**src/rtl/riscv_irq_arbiter.sv**
```systemverilog
// Purpose : fixed-priority interrupt arbiter feeding a held cause ID to the ID-stage controller.
// Latency : 2 clk edges from an irq line rising to irq_req_o (line sample, then arbitration).
// Backpressure: request and cause ID are held until ctrl_ack_i or ctrl_kill_i; no re-arbitration meanwhile.
//
// Ports:
//   clk, rst            core clock, synchronous active-high reset
//   irq_software_i      machine software interrupt (level)
//   irq_timer_i         machine timer interrupt (level)
//   irq_external_i      machine external interrupt (level)
//   irq_fast_i[14:0]    fast interrupts (level)
//   mie_i[17:0]         enables {software, timer, external, fast[14:0]}
//   m_IE_i              global machine interrupt enable
//   ctrl_ack_i          controller accepted the presented interrupt
//   ctrl_kill_i         controller withdrew the presented interrupt
//   irq_req_o           interrupt request to the controller
//   irq_id_o[4:0]       cause ID of the presented interrupt
//   mip_o[17:0]         registered pending lines, same order as mie_i
//   irq_wakeup_o        any pending & enabled line, ignores m_IE_i (WFI wake-up)
module riscv_irq_arbiter #(
    parameter bit FAST_FIRST = 1'b1
) (
    input  logic        clk,
    input  logic        rst,
    input  logic        irq_software_i,
    input  logic        irq_timer_i,
    input  logic        irq_external_i,
    input  logic [14:0] irq_fast_i,
    input  logic [17:0] mie_i,
    input  logic        m_IE_i,
    input  logic        ctrl_ack_i,
    input  logic        ctrl_kill_i,
    output logic        irq_req_o,
    output logic [4:0]  irq_id_o,
    output logic [17:0] mip_o,
    output logic        irq_wakeup_o
);

    typedef enum logic [1:0] {
        IDLE    = 2'd0,
        PENDING = 2'd1,
        DONE    = 2'd2
    } exc_state_t;

    exc_state_t  exc_cs;
    logic [17:0] pending_q;
    logic [4:0]  id_q;

    logic [17:0] masked;
    logic        fast_any;
    logic        std_any;
    logic [4:0]  fast_id;
    logic [4:0]  std_id;
    logic [4:0]  win_id;

    assign masked   = pending_q & mie_i;
    assign fast_any = |masked[14:0];
    assign std_any  = |masked[17:15];

    // Ascending scan so the highest-numbered fast line is the one left standing.
    always_comb begin
        fast_id = 5'd0;
        for (int k = 0; k < 15; k++) begin
            if (masked[k]) begin
                fast_id = 5'd16 + 5'(k);
            end
        end
    end

    // Standard group: external > software > timer.
    always_comb begin
        std_id = 5'd0;
        if (masked[15]) begin
            std_id = 5'd11;
        end else if (masked[17]) begin
            std_id = 5'd3;
        end else if (masked[16]) begin
            std_id = 5'd7;
        end
    end

    always_comb begin
        if (FAST_FIRST) begin
            win_id = fast_any ? fast_id : std_id;
        end else begin
            win_id = std_any ? std_id : fast_id;
        end
    end

    // Lines are sampled straight through every cycle; nothing is latched here,
    // so a source dropping its line clears mip on the next cycle.
    always_ff @(posedge clk) begin
        if (rst) begin
            pending_q <= '0;
            exc_cs    <= IDLE;
            id_q      <= '0;
        end else begin
            pending_q <= {irq_software_i, irq_timer_i, irq_external_i, irq_fast_i};
            case (exc_cs)
                IDLE: begin
                    if (m_IE_i && (|masked)) begin
                        id_q   <= win_id;
                        exc_cs <= PENDING;
                    end
                end
                PENDING: begin
                    // id_q frozen here; ack takes precedence over kill.
                    if (ctrl_ack_i) begin
                        exc_cs <= DONE;
                    end else if (ctrl_kill_i) begin
                        exc_cs <= IDLE;
                    end
                end
                // One quiet cycle so the controller can update mstatus/mie
                // before the next arbitration.
                DONE:    exc_cs <= IDLE;
                default: exc_cs <= IDLE;
            endcase
        end
    end

    assign irq_req_o    = (exc_cs == PENDING);
    assign irq_id_o     = id_q;
    assign mip_o        = pending_q;
    assign irq_wakeup_o = |masked;

endmodule

```
**config.mk**
```make
export PLATFORM = sky130hd
export DESIGN_NAME = riscv_irq_arbiter
export DESIGN_NICKNAME = d
export VERILOG_FILES = /design/src/rtl/riscv_irq_arbiter.sv
export SDC_FILE = /design/constraint.sdc
export NUM_CORES = 1
export LEC_CHECK = 0
export CAP_MARGIN = 30
export CELL_PAD_IN_SITES_DETAIL_PLACEMENT = 0
export CELL_PAD_IN_SITES_GLOBAL_PLACEMENT = 2
export CORE_ASPECT_RATIO = 0.6
export CORE_MARGIN = 3
export CORE_UTILIZATION = 19
export DETAILED_ROUTE_END_ITERATION = 7
export PLACE_DENSITY_LB_ADDON = 0.1
export SYNTH_ARGS = -nofsm -noshare
export SYNTH_HDL_FRONTEND = slang
export SYNTH_SLANG_ARGS = --single-unit
```
**constraint.sdc**
```tcl
create_clock -name clk -period 2.47 [get_ports clk]
set_input_delay 0.494 -clock clk [delete_from_list [all_inputs] [get_ports clk]]
set_output_delay 0.494 -clock clk [all_outputs]
set_load 0.05 [all_outputs]
```
==> metrics.md <==
| Metric | Value |
|---|---|
| Number of warnings reported in the yosys synthesis log | 0 |
| Aggregate global routing overflow | 0 |
| Pin count of the biggest net entering global routing | 15 |
| Status | finished, final reports clean |
| PwrDens | 540.9 nW/um^2 |
| Worst Hold Launch | irq_id_o[0] |
| Leak | 0.7711 nW |
| Highest Clock Rate | 417.6 MHz |
| Library cells used by synthesis | 29 |
| Count of state elements after synthesis | 25 |
| Area Overhead vs Synth | 84.67% |
| Fill count | 545 |
| Initial Utilization | 0.2017 |
| Hold path cells | 2 |
| Routed len/inst | 13.62 um |
| Drt first pass iters | 4 |
| Async set or reset register ratio after synthesis | 0 |
| Critical Path Start Type | input port |
| Area share of the largest cell type after synthesis | 0.4790 |
| Total standard cell area after synthesis | 1045 sq um |
| DIE WIDTH | 101.7 um |
| Global placement routability congestion | 0.7468 |
| Combined global-route utilization of all metal layers | 0.1140 |
| DRC violation count after routing | 0 |
| Worst vdd ir | 0.2421 mV |
| Antenna violation net count after detailed routing | 0 |
| Worst-case clock skew | 3.081 ps |
| Post-Syn Instances | 110 |
| Number of enable-type register cells in the synthesized netlist | 0 |
| Clock latency at the later pin of the worst-skew pair | 270 ps |
| Share of final-layout standard cells stronger than drive strength 1 | 0.1474 |
| Y dimension of the die | 63.44 um |
| Worst hold path type | reg2reg |
| Number of maximum-capacitance violations | 0 |
| Count of final setup violators | 0 |
| Io pins | 66 |
| Total vias in the final route | 1096 |
| Worst hold slack | 471.7 ps |
| PnR Total Power | 1.044 mW |
| Clock sink total | 25 |
| Buffer levels on the longest clock path | 2 |
| First-pass GRT wire length | 5775 um |
| Number of diodes | 0 |
| Final-stage net count | 232 |
| Worst-margin pin slew | 544.8 ps |
| Unrepaired setup endpoints after global routing | false |
| Terminating pin of the worst hold path | irq_id_o[0] |
| Number of clock buffers inserted by TritonCTS | 3 |
| Slowest stage delay, CP | 560 ps |
| Crit Path Category | in2out |
| Worst setup margin | 75.23 ps |
| Initial antenna violation count | 0 |
| Core region area | 5180 sq um |
| Via density per instance | 4.281 |
| Main flop type after synthesis | sky130_fd_sc_hd__dfxtp_1 |
| Root buf cell | sky130_fd_sc_hd__clkbuf_8 |
| CTS Hold Buffers Added | 0 |
| Estimated wirelength of the detail-placed design | 2948 um |
| Violation count after the first detailed-route iteration | 35 |
| Post-synthesis sequential area ratio | 0.4790 |
| H-tree levels | 1 |
| Worst reg2reg path startpoint | mip_o[1] |
| Maximum fanout along the worst path | 2 |
| Clock transition time at the flip-flop clock pins of the worst setup and hold paths | 90 ps |
| Register-to-register setup slack | 550 ps |
| Cell taking the most area after synthesis | sky130_fd_sc_hd__dfxtp_1 |
| Crit-path slowest cell | sky130_fd_sc_hd__or4_4 |
| Critical Path RT | 1980 ps |
| Min Tclk post-route | 2395 ps |
| Biggest area contributors in the synthesized netlist | sky130_fd_sc_hd__dfxtp_1 (48%), sky130_fd_sc_hd__nor2b_1 (11%), sky130_fd_sc_hd__nand2_1 (4.7%) |
| Final cycle utilization of the critical path | 0.9695 |
| Critical register-to-register path endpoint | irq_id_o[1] |
| Top cells by instance count after synthesis | sky130_fd_sc_hd__dfxtp_1 (25), sky130_fd_sc_hd__nor2b_1 (19), sky130_fd_sc_hd__nand2_1 (13) |
| Count of standard-cell rows | 20 |
| Total length of routed wires | 3487 um |
| Cell with the most instances after synthesis | sky130_fd_sc_hd__dfxtp_1 |
| Worst slack at placement | -173.6 ps |
| Total count of hold-check failures in the final report | 0 |
| TritonCTS clock tree | built |
| Arr. time, crit path | 1900 ps |
| Worst slew margin relative to its limit | 0.6356 |
| Post-synthesis area per instance | 9.498 sq um |
| Worst Reg2Reg Path Length in Cells | 6 |
| Synthesized netlist net count | 151 |
| Sequence of cells on the critical path | dlygate4sd2_1 -> a22o_1 -> or4_4 -> nor2_4 -> nand2_2 -> buf_8 |
| Max-slew violation total from the final report | 0 |
| Capturing element type of the critical path | output port |
| Number of port buffers | 65 |
| Floorplan die area | 6454 sq um |
| Via count of the first global-routing pass | 1186 |
repair_timing:
action | 4_1_cts | 5_1_grt
pin swaps | 6 | 5
gates resized for setup | 13 | 3
buffers inserted | 1 | 0
endpoints found under the setup margin | 1 | 1
area by class of cell:
class | instances | area (sq um) | area share
Clock buffer | 3 | 41.29 | 0.02140
Timing Repair Buffer | 79 | 759.5 | 0.3936
Clock inverter | 1 | 5.005 | 0.002594
Multi-Input combinational cell | 80 | 533.0 | 0.2763
Tap cell | 66 | 82.58 | 0.04280
Sequential cell | 25 | 500.5 | 0.2594
Inverter | 2 | 7.507 | 0.003891
through the flow:
stage / cell area, sq um / std cells / utilization / setup TNS (ps)
5_1_grt: 1929 / 256 / 0.3725 / 0
3_5_place_dp: 1854 / 251 / 0.3580 / -192.0
2_1_floorplan: 1045 / 110 / - / 0
6_report: 1929 / 256 / 0.3725 / 0
3_3_place_gp: 1854 / 251 / 0.3580 / -147.9
4_1_cts: 1922 / 256 / 0.3710 / 0
sequential cells by signal, indices dropped and copies added, names as in the netlist:
register,cells
mip_o,18
irq_id_o,5
exc_cs,2
power breakdown:
group / internal [mW] / switching (mW)
clock: 0.113 / 0.135
combinational: 0.161 / 0.185
sequential: 0.430 / 0.0200
critical path, delay by kind of cell:
kind            cells  cell delay [ps]
simple gates        3              770
compound gates      1              230
buf+inv             2              410
cell usage in the layout (no fill, tap or decap), types with 2 or more instances in the layout:
| cell type | Yosys | routed |
|---|---|---|
| sky130_fd_sc_hd__dfxtp_1 | 25 | 25 |
| sky130_fd_sc_hd__nand2_1 | 13 | 12 |
| sky130_fd_sc_hd__nor2b_1 | 19 | 19 |
| sky130_fd_sc_hd__a22o_1 | 5 | 5 |
| sky130_fd_sc_hd__a222oi_1 | 3 | 3 |
| sky130_fd_sc_hd__a211oi_2 | 2 | 2 |
| sky130_fd_sc_hd__dlymetal6s2s_1 | 0 | 3 |
| sky130_fd_sc_hd__buf_4 | 0 | 14 |
| sky130_fd_sc_hd__o21ai_0 | 3 | 3 |
| sky130_fd_sc_hd__inv_1 | 2 | 2 |
| sky130_fd_sc_hd__dlygate4sd2_1 | 0 | 7 |
| sky130_fd_sc_hd__a32o_1 | 2 | 2 |
| sky130_fd_sc_hd__a21oi_1 | 7 | 7 |
| sky130_fd_sc_hd__clkbuf_8 | 0 | 3 |
| sky130_fd_sc_hd__a22oi_1 | 3 | 3 |
| sky130_fd_sc_hd__nor2_1 | 6 | 5 |
| sky130_fd_sc_hd__a211oi_1 | 2 | 2 |
| sky130_fd_sc_hd__clkdlybuf4s50_1 | 0 | 54 |
how the worst max path moves through the flow:
stage                         start           end  slack, ps  cells past startpoint
after floorplan            mip_o[4]  irq_wakeup_o        100                      5
after global placement     mie_i[4]  irq_wakeup_o       -150                      6
after detailed placement   mie_i[4]  irq_wakeup_o       -170                      6
after CTS                 mie_i[12]  irq_wakeup_o         10                      7
after global routing       mie_i[1]  irq_wakeup_o          9                      6
final                      mie_i[1]  irq_wakeup_o         80                      6
cells by family after synthesis:
logic type / after synthesis / synth area share
AND/OR/NAND/NOR: 47 / 0.2479
AO/OA/AOI/OAI: 33 / 0.2479
flip-flops: 25 / 0.4790
buffers and inverters: 5 / 0.02515
layer usage:
| metal | part of all wire | vias up | track usage |
|---|---|---|---|
| met5 | 0 | - | 0 |
| met4 | 0.0052 | 0 | 0.01990 |
| met3 | 0.10 | 2 | 0.05310 |
| met2 | 0.40 | 39 | 0.1702 |
| met1 | 0.49 | 498 | 0.1515 |
| li1 | - | 557 | - |
(Power assumes the default switching activity.)
